$ cat config.mk
export PLATFORM = sky130hd
export DESIGN_NAME = game_ctrl
export DESIGN_NICKNAME = d
export VERILOG_FILES = /design/src/rtl/game_ctrl.sv
export SDC_FILE = /design/constraint.sdc
export NUM_CORES = 1
export LEC_CHECK = 0
export ABC_AREA = 1
export BUFFER_PORTS_ARGS = -buffer_cell sky130_fd_sc_hd__buf_4
export CORE_MARGIN = 1.5
export CORE_UTILIZATION = 65
export CTS_CLUSTER_SIZE = 16
export DETAILED_ROUTE_END_ITERATION = 6
export PLACE_DENSITY = 0.86
export SETUP_SLACK_MARGIN = 0.15
export SLEW_MARGIN = 0
export SYNTH_ARGS = -nofsm -noshare
export SYNTH_HDL_FRONTEND = slang
export SYNTH_SLANG_ARGS = --single-unit
$ cat constraint.sdc
create_clock -name clk -period 5 [get_ports clk]
set_input_delay 1 -clock clk [delete_from_list [all_inputs] [get_ports clk]]
set_output_delay 1 -clock clk [all_outputs]
set_load 0.02 [all_outputs]
$ cat src/rtl/game_ctrl.sv
// -----------------------------------------------------------------------------
// game_ctrl - frame-synchronous game state controller for the 1024x768 arena.
//
// Sequences START -> GAME -> PLAYER_1 / PLAYER_2 -> START, keeps both scores,
// runs the round timer and the per-victim hit cooldown. Every state, score
// and timer update happens only in a frame_tick cycle, so the screen never
// changes mid-frame.
//
// State encoding: START=0, GAME=1, PLAYER_1=2, PLAYER_2=3.
//
// Ports:
//   clk         in   65 MHz pixel clock
//   rst_n       in   asynchronous active-low reset
//   frame_tick  in   one-cycle pulse per frame (VBLANK start)
//   start_btn   in   raw asynchronous start button (level)
//   p1_hit      in   pulse: player 1 was hit (point to player 2)
//   p2_hit      in   pulse: player 2 was hit (point to player 1)
//   pause_btn   in   raw asynchronous pause button (only with GAME_PAUSE_EN)
//   state       out  current game state
//   p1_score    out  player 1 score
//   p2_score    out  player 2 score
//   frames_left out  remaining round frames, 0 outside GAME
//   game_active out  high while in GAME (and not paused)
//
// Optional feature macro: GAME_PAUSE_EN (adds pause_btn and a pause toggle).
// -----------------------------------------------------------------------------
module game_ctrl #(
   parameter int WIN_SCORE    = 5,
   parameter int ROUND_FRAMES = 3600,
   parameter int SHOW_FRAMES  = 180,
   parameter int HIT_COOLDOWN = 30,
   parameter int SCORE_W      = 4,
   parameter int TIMER_W      = 12
) (
   input  logic               clk,
   input  logic               rst_n,
   input  logic               frame_tick,
   input  logic               start_btn,
   input  logic               p1_hit,
   input  logic               p2_hit,
`ifdef GAME_PAUSE_EN
   input  logic               pause_btn,
`endif
   output logic [1:0]         state,
   output logic [SCORE_W-1:0] p1_score,
   output logic [SCORE_W-1:0] p2_score,
   output logic [TIMER_W-1:0] frames_left,
   output logic               game_active
);

   typedef enum logic [1:0] {
      ST_START    = 2'd0,
      ST_GAME     = 2'd1,
      ST_PLAYER_1 = 2'd2,
      ST_PLAYER_2 = 2'd3
   } state_t;

   // show counter is at least 5 bits so the 16-tick start guard always fits
   localparam int CD_W   = $clog2(HIT_COOLDOWN + 1);
   localparam int SHOW_W = ($clog2(SHOW_FRAMES + 1) > 5) ? $clog2(SHOW_FRAMES + 1) : 5;

   localparam logic [SCORE_W-1:0] WIN_V   = SCORE_W'(WIN_SCORE);
   localparam logic [TIMER_W-1:0] ROUND_V = TIMER_W'(ROUND_FRAMES);
   localparam logic [CD_W-1:0]    CD_V    = CD_W'(HIT_COOLDOWN);
   localparam logic [SHOW_W-1:0]  SHOW_V  = SHOW_W'(SHOW_FRAMES);
   localparam logic [SHOW_W-1:0]  GUARD_V = SHOW_W'(16);

   // saturating score increment
   function automatic logic [SCORE_W-1:0] sat_inc(input logic [SCORE_W-1:0] v);
      if (v == {SCORE_W{1'b1}}) sat_inc = v;
      else                      sat_inc = v + SCORE_W'(1);
   endfunction

   logic start_meta_r, start_sync_r, start_prev_r, start_rise_r;
   logic start_f_r, hit1_f_r, hit2_f_r;

   state_t             state_r, state_nxt_s;
   logic [SCORE_W-1:0] p1_score_r, p2_score_r, p1_nxt_s, p2_nxt_s, p1_new_s, p2_new_s;
   logic [TIMER_W-1:0] frames_r, frames_nxt_s, frames_dec_s;
   logic [CD_W-1:0]    cd1_r, cd2_r, cd1_nxt_s, cd2_nxt_s, cd1_dec_s, cd2_dec_s;
   logic [SHOW_W-1:0]  show_r, show_nxt_s, show_inc_s;
   logic               active_r, active_nxt_s;
   logic               acc1_s, acc2_s, run_s;

`ifdef GAME_PAUSE_EN
   logic pause_meta_r, pause_sync_r, pause_prev_r, pause_rise_r;
   logic pause_f_r, paused_r, paused_nxt_s;

   // pause button synchroniser and rising-edge detect
   always_ff @(posedge clk or negedge rst_n) begin
      if (!rst_n) begin
         pause_meta_r <= 1'b0;
         pause_sync_r <= 1'b0;
         pause_prev_r <= 1'b0;
         pause_rise_r <= 1'b0;
      end else begin
         pause_meta_r <= pause_btn;
         pause_sync_r <= pause_meta_r;
         pause_prev_r <= pause_sync_r;
         pause_rise_r <= pause_sync_r & ~pause_prev_r;
      end
   end

   // sticky pause request, an edge landing on a tick is kept for the next one
   always_ff @(posedge clk or negedge rst_n) begin
      if (!rst_n)          pause_f_r <= 1'b0;
      else if (frame_tick) pause_f_r <= pause_rise_r;
      else                 pause_f_r <= pause_f_r | pause_rise_r;
   end

   assign run_s = ~paused_r;
`else
   assign run_s = 1'b1;
`endif

   // start button synchroniser and registered rising-edge detect
   always_ff @(posedge clk or negedge rst_n) begin
      if (!rst_n) begin
         start_meta_r <= 1'b0;
         start_sync_r <= 1'b0;
         start_prev_r <= 1'b0;
         start_rise_r <= 1'b0;
      end else begin
         start_meta_r <= start_btn;
         start_sync_r <= start_meta_r;
         start_prev_r <= start_sync_r;
         start_rise_r <= start_sync_r & ~start_prev_r;
      end
   end

   // sticky event flags: on a tick they reload with the coincident event
   always_ff @(posedge clk or negedge rst_n) begin
      if (!rst_n) begin
         start_f_r <= 1'b0;
         hit1_f_r  <= 1'b0;
         hit2_f_r  <= 1'b0;
      end else if (frame_tick) begin
         start_f_r <= start_rise_r;
         hit1_f_r  <= p1_hit;
         hit2_f_r  <= p2_hit;
      end else begin
         start_f_r <= start_f_r | start_rise_r;
         hit1_f_r  <= hit1_f_r | p1_hit;
         hit2_f_r  <= hit2_f_r | p2_hit;
      end
   end

   // next-state, score, timer and cooldown evaluation for the coming tick
   always_comb begin
      state_nxt_s  = state_r;
      p1_nxt_s     = p1_score_r;
      p2_nxt_s     = p2_score_r;
      frames_nxt_s = frames_r;
      cd1_nxt_s    = cd1_r;
      cd2_nxt_s    = cd2_r;
      show_nxt_s   = show_r;
      cd1_dec_s    = (cd1_r != '0) ? cd1_r - CD_W'(1) : '0;
      cd2_dec_s    = (cd2_r != '0) ? cd2_r - CD_W'(1) : '0;
      frames_dec_s = (frames_r != '0) ? frames_r - TIMER_W'(1) : '0;
      show_inc_s   = (show_r == {SHOW_W{1'b1}}) ? show_r : show_r + SHOW_W'(1);
      acc1_s       = hit1_f_r & (cd1_dec_s == '0);
      acc2_s       = hit2_f_r & (cd2_dec_s == '0);
      p2_new_s     = acc1_s ? sat_inc(p2_score_r) : p2_score_r;
      p1_new_s     = acc2_s ? sat_inc(p1_score_r) : p1_score_r;

      case (state_r)
         ST_START: begin
            show_nxt_s = '0;
            if (start_f_r) begin
               state_nxt_s  = ST_GAME;
               p1_nxt_s     = '0;
               p2_nxt_s     = '0;
               frames_nxt_s = ROUND_V;
               cd1_nxt_s    = '0;
               cd2_nxt_s    = '0;
            end else begin
               frames_nxt_s = '0;
            end
         end
         ST_GAME: begin
            show_nxt_s = '0;
            if (run_s) begin
               cd1_nxt_s    = acc1_s ? CD_V : cd1_dec_s;
               cd2_nxt_s    = acc2_s ? CD_V : cd2_dec_s;
               p1_nxt_s     = p1_new_s;
               p2_nxt_s     = p2_new_s;
               frames_nxt_s = frames_dec_s;
               // a tie at the winning score drops both back one point
               if ((p1_new_s == WIN_V) && (p2_new_s == WIN_V)) begin
                  p1_nxt_s = WIN_V - SCORE_W'(1);
                  p2_nxt_s = WIN_V - SCORE_W'(1);
               end else if (p1_new_s == WIN_V) begin
                  state_nxt_s  = ST_PLAYER_1;
                  frames_nxt_s = '0;
               end else if (p2_new_s == WIN_V) begin
                  state_nxt_s  = ST_PLAYER_2;
                  frames_nxt_s = '0;
               end else if (frames_dec_s == '0) begin
                  frames_nxt_s = '0;
                  if (p1_new_s > p2_new_s)      state_nxt_s = ST_PLAYER_1;
                  else if (p2_new_s > p1_new_s) state_nxt_s = ST_PLAYER_2;
                  else                          state_nxt_s = ST_START;
               end else begin
                  state_nxt_s = ST_GAME;
               end
            end else begin
               state_nxt_s = ST_GAME;
            end
         end
         ST_PLAYER_1, ST_PLAYER_2: begin
            frames_nxt_s = '0;
            // start only counts once the guard has elapsed, so a held
            // button cannot bounce straight through the winner screen
            if (show_inc_s >= SHOW_V) begin
               state_nxt_s = ST_START;
               show_nxt_s  = '0;
            end else if (start_f_r && (show_r >= GUARD_V)) begin
               state_nxt_s = ST_START;
               show_nxt_s  = '0;
            end else begin
               show_nxt_s = show_inc_s;
            end
         end
         default: begin
            state_nxt_s  = ST_START;
            frames_nxt_s = '0;
            show_nxt_s   = '0;
         end
      endcase

`ifdef GAME_PAUSE_EN
      if ((state_r == ST_GAME) && (state_nxt_s == ST_GAME)) paused_nxt_s = paused_r ^ pause_f_r;
      else                                                   paused_nxt_s = 1'b0;
      active_nxt_s = (state_nxt_s == ST_GAME) & ~paused_nxt_s;
`else
      active_nxt_s = (state_nxt_s == ST_GAME);
`endif
   end

   // frame-synchronous state register, only loads in a frame_tick cycle
   always_ff @(posedge clk or negedge rst_n) begin
      if (!rst_n) begin
         state_r    <= ST_START;
         p1_score_r <= '0;
         p2_score_r <= '0;
         frames_r   <= '0;
         cd1_r      <= '0;
         cd2_r      <= '0;
         show_r     <= '0;
         active_r   <= 1'b0;
`ifdef GAME_PAUSE_EN
         paused_r   <= 1'b0;
`endif
      end else if (frame_tick) begin
         state_r    <= state_nxt_s;
         p1_score_r <= p1_nxt_s;
         p2_score_r <= p2_nxt_s;
         frames_r   <= frames_nxt_s;
         cd1_r      <= cd1_nxt_s;
         cd2_r      <= cd2_nxt_s;
         show_r     <= show_nxt_s;
         active_r   <= active_nxt_s;
`ifdef GAME_PAUSE_EN
         paused_r   <= paused_nxt_s;
`endif
      end else begin
         state_r <= state_r;
      end
   end

   assign state       = state_r;
   assign p1_score    = p1_score_r;
   assign p2_score    = p2_score_r;
   assign frames_left = frames_r;
   assign game_active = active_r;

endmodule

After elaboration in Yosys (flattened, before gate mapping)
Cells that the tools add are included.
{"block": "totals", "regBits": 48, "wordCells": 95}
{"block": "classes", "n_addsub": 6, "magnitude_cmp": 4, "n_eq_ne": 10, "mux": 40, "bitwise": 7, "n_reduce_logical": 13}
{"op": "$mux W12", "count": 6}
{"op": "$pmux W12 S3", "count": 1}
{"op": "$mux W4", "count": 7}
{"op": "$mux W5", "count": 5}
{"op": "$mux W8", "count": 3}
{"op": "$pmux W5 S2", "count": 2}
{"op": "$mux W2", "count": 9}
{"op": "$pmux W4 S2", "count": 2}
{"op": "$pmux W8 S2", "count": 1}
{"op": "$logic_not A12 Y1", "count": 1}
{"op": "$reduce_bool A12 Y1", "count": 1}
{"op": "$sub A12 B1 Y12 const B", "count": 1}
{"op": "$logic_not A5 Y1", "count": 2}
{"op": "$reduce_bool A5 Y1", "count": 2}
{"op": "$sub A5 B1 Y5 const B", "count": 2}
{"op": "$add A4 B1 Y4 const B", "count": 2}
{"op": "$add A8 B1 Y8 const B", "count": 1}
{"op": "$eq A4 B3 Y1 const B", "count": 2}
{"op": "$eq A4 B4 Y1 const B", "count": 2}
{"op": "$eq A8 B8 Y1 const B", "count": 1}
{"op": "$ge A8 B5 Y1 const B", "count": 1}
{"op": "$ge A8 B8 Y1 const B", "count": 1}
{"op": "$gt A4 B4 Y1", "count": 2}
{"op": "$pmux W2 S3", "count": 1}
{"op": "other kinds (12)", "count": 22}

Longest topological paths before layout
{"block": "logic_depth", "word_depth": 14, "depth_mapped": 24, "mapped_depth_nobuf": 24}

Worst setup path after synthesis
OpenSTA, ideal clock, no wires.
{"block": "synth_timing", "path_kind": "reg2reg", "from": "register cd2_r[0]", "to": "register state_r[1], in the netlist state[1]", "setup_ps": 117, "arrival_time_ps": 2400, "required_time_ps": 4883, "path_slack_ps": 2483, "stages_incl_launch_ff": 20, "synth_period_minus_slack_ps": 2517, "path_cell_list": "dfrtp_1 -> inv_1 -> ha_1 -> inv_1 -> nand2_1 -> nand2_2 -> o21ai_2 -> nand2_4 -> o21bai_1 -> nand2_1 -> ha_1 -> a21oi_1 -> o21ai_0 -> nand4_1 -> nand4_1 -> nand3_1 -> nand3_1 -> nand2_1 -> nand2_1 -> nand2_1"}
{"block": "synth_between", "elab_chain_cells": 13}
{"element": "from (decl)", "line_no": "80", "text": "logic [CD_W-1:0] cd1_r, cd2_r, cd1_nxt_s, cd2_nxt_s, cd1_dec_s, cd2_dec_s;"}
{"element": "from (signal assigned)", "line_no": "260", "text": "cd2_r <= cd2_nxt_s;"}
{"element": "$sub A5 B1 Y5 or $reduce_bool A5 Y1 (tied branches)", "line_no": "158", "text": "cd2_dec_s = (cd2_r != '0) ? cd2_r - CD_W'(1) : '0;"}
{"element": "$mux W5 (*)", "line_no": "158"}
{"element": "$logic_not A5 Y1 (*)", "line_no": "162", "text": "acc2_s = hit2_f_r & (cd2_dec_s == '0);"}
{"element": "$and A1 B1 Y1 (*)", "line_no": "162"}
{"element": "$mux W4 (*)", "line_no": "164", "text": "p1_new_s = acc2_s ? sat_inc(p1_score_r) : p1_score_r;"}
{"element": "$gt A4 B4 Y1", "line_no": "201", "text": "else if (p2_new_s > p1_new_s) state_nxt_s = ST_PLAYER_2;"}
{"element": "$mux W2", "line_no": "201"}
{"element": "$mux W2", "line_no": "200", "text": "if (p1_new_s > p2_new_s) state_nxt_s = ST_PLAYER_1;"}
{"element": "$mux W2", "line_no": "198", "text": "end else if (frames_dec_s == '0) begin"}
{"element": "$mux W2", "line_no": "195", "text": "end else if (p2_new_s == WIN_V) begin"}
{"element": "$mux W2", "line_no": "192", "text": "end else if (p1_new_s == WIN_V) begin"}
{"element": "$mux W2 (*)", "line_no": "189", "text": "if ((p1_new_s == WIN_V) && (p2_new_s == WIN_V)) begin"}
{"element": "$pmux W2 S3 (*)", "line_no": "166", "text": "case (state_r)"}
{"element": "to (signal assigned)", "line_no": "255", "text": "state_r <= state_nxt_s;"}
{"element": "to (signal assigned)", "line_no": "267", "text": "state_r <= state_r;"}
{"element": "to (decl)", "line_no": "77", "text": "state_t state_r, state_nxt_s;"}
Mark *: on every way between the ends. The rest lies on a longest branch, timed or not.
A chain may end at the register's enable or synchronous reset.

Final worst setup path
Same ends and word-level chain as after synthesis.

==> flow_summary.toml <==
[status]
status = "completed"

[global_routing]
grt_pass1_wl_um = 12100
antenna_found_initial = 0
first_global_vias = 2856
grt_overflow = 0
grt_max_degree = 49
track_usage = 0.281

[clock_network]
insertion_delay_ns = 0.30
ctsHoldBuffers = 0
cts_max_level = 2
cts_inserted_buffers = 5
path_clk_slew_ns = 0.10
post-cts-setup-buffer-count = 0
root_buffer = "clkbuf_8"
cts_resized = 0
cts_tree = "yes"
cts_max_path_buffers = 2
cts_num_sinks = 48

[finish]
layout-drive-gt1-share = 0.162
final_util = 0.758
fill_cells = 397
nets = 498
final_area_sq_um = 3630
final_cells = 549
syn_to_final_growth_pct = 11.1
diodes = 0

[sta]
setup_viol = 0
slew_headroom = 0.599
min_period_over_period = 0.587
timing.fmax_mhz = 341
worst_slew_pin_slew_ns = 0.602
finalCriticalPeriod_ns = 2.93
hold_viol_final = 0
final.setup.tns_ns = 0
rsz0062_at_grt = "false"
finalMaxSlewViolations = 0
fin_skew_ns = 0.00945

[setup_path]
required_ns = 5.21
worstReg2RegStart = "cd2_r[0]"
start_kind = "flip-flop"
critPathKind = "reg -> reg"
crit_fanout = 6
r2r-end = "state[1]"
reg2reg_depth = 19
cp.arrival_ns = 3.14
end_kind = "flip-flop"
reg2reg_setup_slack_ns = 2.07

[placed_design]
dpl.hpwl_um = 5310
post_dp_cell_area_sq_um = 3530
placed_cells = 541
gp_congestion = 0.908
portBuffers = 28

[route]
drt_wl_total_um = 7190
via_per_inst = 5.60
vias = 3075
route.detailed.drc = 0
wl_per_cell_um = 13.1
postRouteAntennaNets = 0
first_pass_iters = 5
drtIter0Drc = 195

[synthesis]
syn-num-nets = 469
ys_ff_latch = 48
syn_area_sq_um = 3270
seq_area_frac_synth = 0.368
synth-main-ff-cell = "dfrtp_1"
syn_inst = 452
synth-edff-count = 0
async_flop_share = 1.00
avgSynthCellArea_sq_um = 7.22
ys_types = 33
yosys_warnings = 0

[floorplan]
die_w_um = 73.9
dieArea_sq_um = 5460
rows = 25
start_util = 0.682
die_h_um = 73.9
coreArea_sq_um = 4790
ios = 29

[power]
intPower_mw = 1.20
peakVddDrop_mv = 0.431
p_leak_nw = 1.90
power.net_switching_mw = 1.35
power_density_nw_per_um2 = 701
p_total_mw = 2.54
netSwitchingFraction = 0.529
power_frac_comb = 0.648
power_frac_seq = 0.253
clkPwrFrac = 0.098

[min_path]
hold_class = "reg -> reg"
hp-start = "start_meta_r"
holdPathStages = 0
hold_path_end = "start_sync_r"

[flow_run]
drv_cap = 0
[cell usage in the layout (no fill, tap or decap), types with 4 or more instances in the layout]
master    count
nand2_2      11
inv_2         5
o21ai_0      26
nand4_1      11
nand3_1      44
xor2_1        7
nand2_1      97
o22ai_1      17
nand2_4       5
clkbuf_8      6
ha_1         11
or2_2         4
nor2_4        4
nor2_1       40
buf_4        29
o21ai_1       9
dfrtp_1      48
inv_1        64
a21oi_1      18
[synth_stat cells (all sizes together) (3+ instances only)]
| master | number | area [sq um] |
|---|---|---|
| clkinv | 4 | 16.3 |
| nor2 | 48 | 234 |
| or2 | 4 | 25.0 |
| nand3 | 49 | 285 |
| xor2 | 7 | 61.3 |
| o21ai | 37 | 193 |
| ha | 11 | 138 |
| nand2 | 113 | 489 |
| dfrtp | 48 | 1200 |
| buf | 4 | 25.0 |
| o22ai | 17 | 106 |
| inv | 69 | 259 |
| nor3 | 3 | 15.0 |
| nand4 | 11 | 68.8 |
| clkbuf | 3 | 11.3 |
| a21oi | 18 | 90.1 |
[layer usage]
metal	track usage	wire length [um]	share of wire	up-vias
met5	0	0	0	-
met4	0.0926	108	0.015	0
met3	0.0439	310	0.043	13
met2	0.484	3490	0.49	85
met1	0.359	3270	0.46	1443
li1	-	-	-	1534
[registers in the layout (all words and copies together) (netlist names)]
register	flops
frames_left	12
show_r	8
cd1_r	5
cd2_r	5
p1_score	4
p2_score	4
state	2
game_active	1
hit1_f_r	1
hit2_f_r	1
start_f_r	1
start_meta_r	1
start_prev_r	1
start_rise_r	1
start_sync_r	1
[worst max-delay path: stages (launching register included)]
cell	delay, ns
dfrtp_1	0.37
inv_1	0.17
ha_1	0.29
inv_1	0.06
nand2_1	0.07
nand2_2	0.07
o21ai_2	0.16
nand2_4	0.11
o21bai_1	0.13
nand2_1	0.14
ha_1	0.35
a21oi_1	0.07
o21ai_0	0.22
nand4_1	0.12
nand4_1	0.11
nand3_1	0.10
nand3_1	0.10
nand2_1	0.06
nand2_1	0.07
nand2_1	0.05
[worst max-delay path by stage]
stage          startpoint              to  slack (ns)  cells after the start
3_5_place_dp   frame_tick  frames_left[5]        1.90                      7
2_1_floorplan    cd2_r[0]        state[1]        2.48                     19
4_1_cts          cd2_r[0]        state[1]        2.08                     19
3_3_place_gp   frame_tick  frames_left[1]        1.99                      7
6_report         cd2_r[0]        state[1]        2.07                     19
5_1_grt          cd1_r[0]        state[1]        1.78                     19
[layout make-up]
cell class                 count  area, sq um  area share
clock inverter                 2         15.0     0.00414
clock buffer                   6         82.6      0.0228
inverter                      73          275      0.0759
tap                           67         83.8      0.0231
sequential                    48         1200       0.331
multi-input combinational    324         1750       0.483
timing repair buffer          29          218      0.0600
[power by group through the flow]
stage          clock network (mW)  registers [mW]  logic [mW]
3_3_place_gp                    0           0.646        1.59
5_1_grt                     0.269           0.664        1.84
6_report                    0.250           0.645        1.65
3_5_place_dp                    0           0.647        1.64
4_1_cts                     0.253           0.643        1.64
2_1_floorplan                   0           0.718        1.17
[per-stage QoR]
step	hold WS (ns)	setup slack, ns
after floorplan	0.331	2.48
after detailed placement	0.339	1.90
after global placement	0.345	1.99
after global routing	0.371	1.78
final	0.365	2.07
after CTS	0.368	2.08
[kinds of logic after synthesis]
kind of cell / Yosys count / synth area share
xor+xnor: 7 / 0.0188
fa+ha+maj: 11 / 0.0421
buf+inv: 80 / 0.0954
flops: 48 / 0.368
simple gates: 228 / 0.342
compound gates: 78 / 0.134
(Power assumes the default switching activity.)
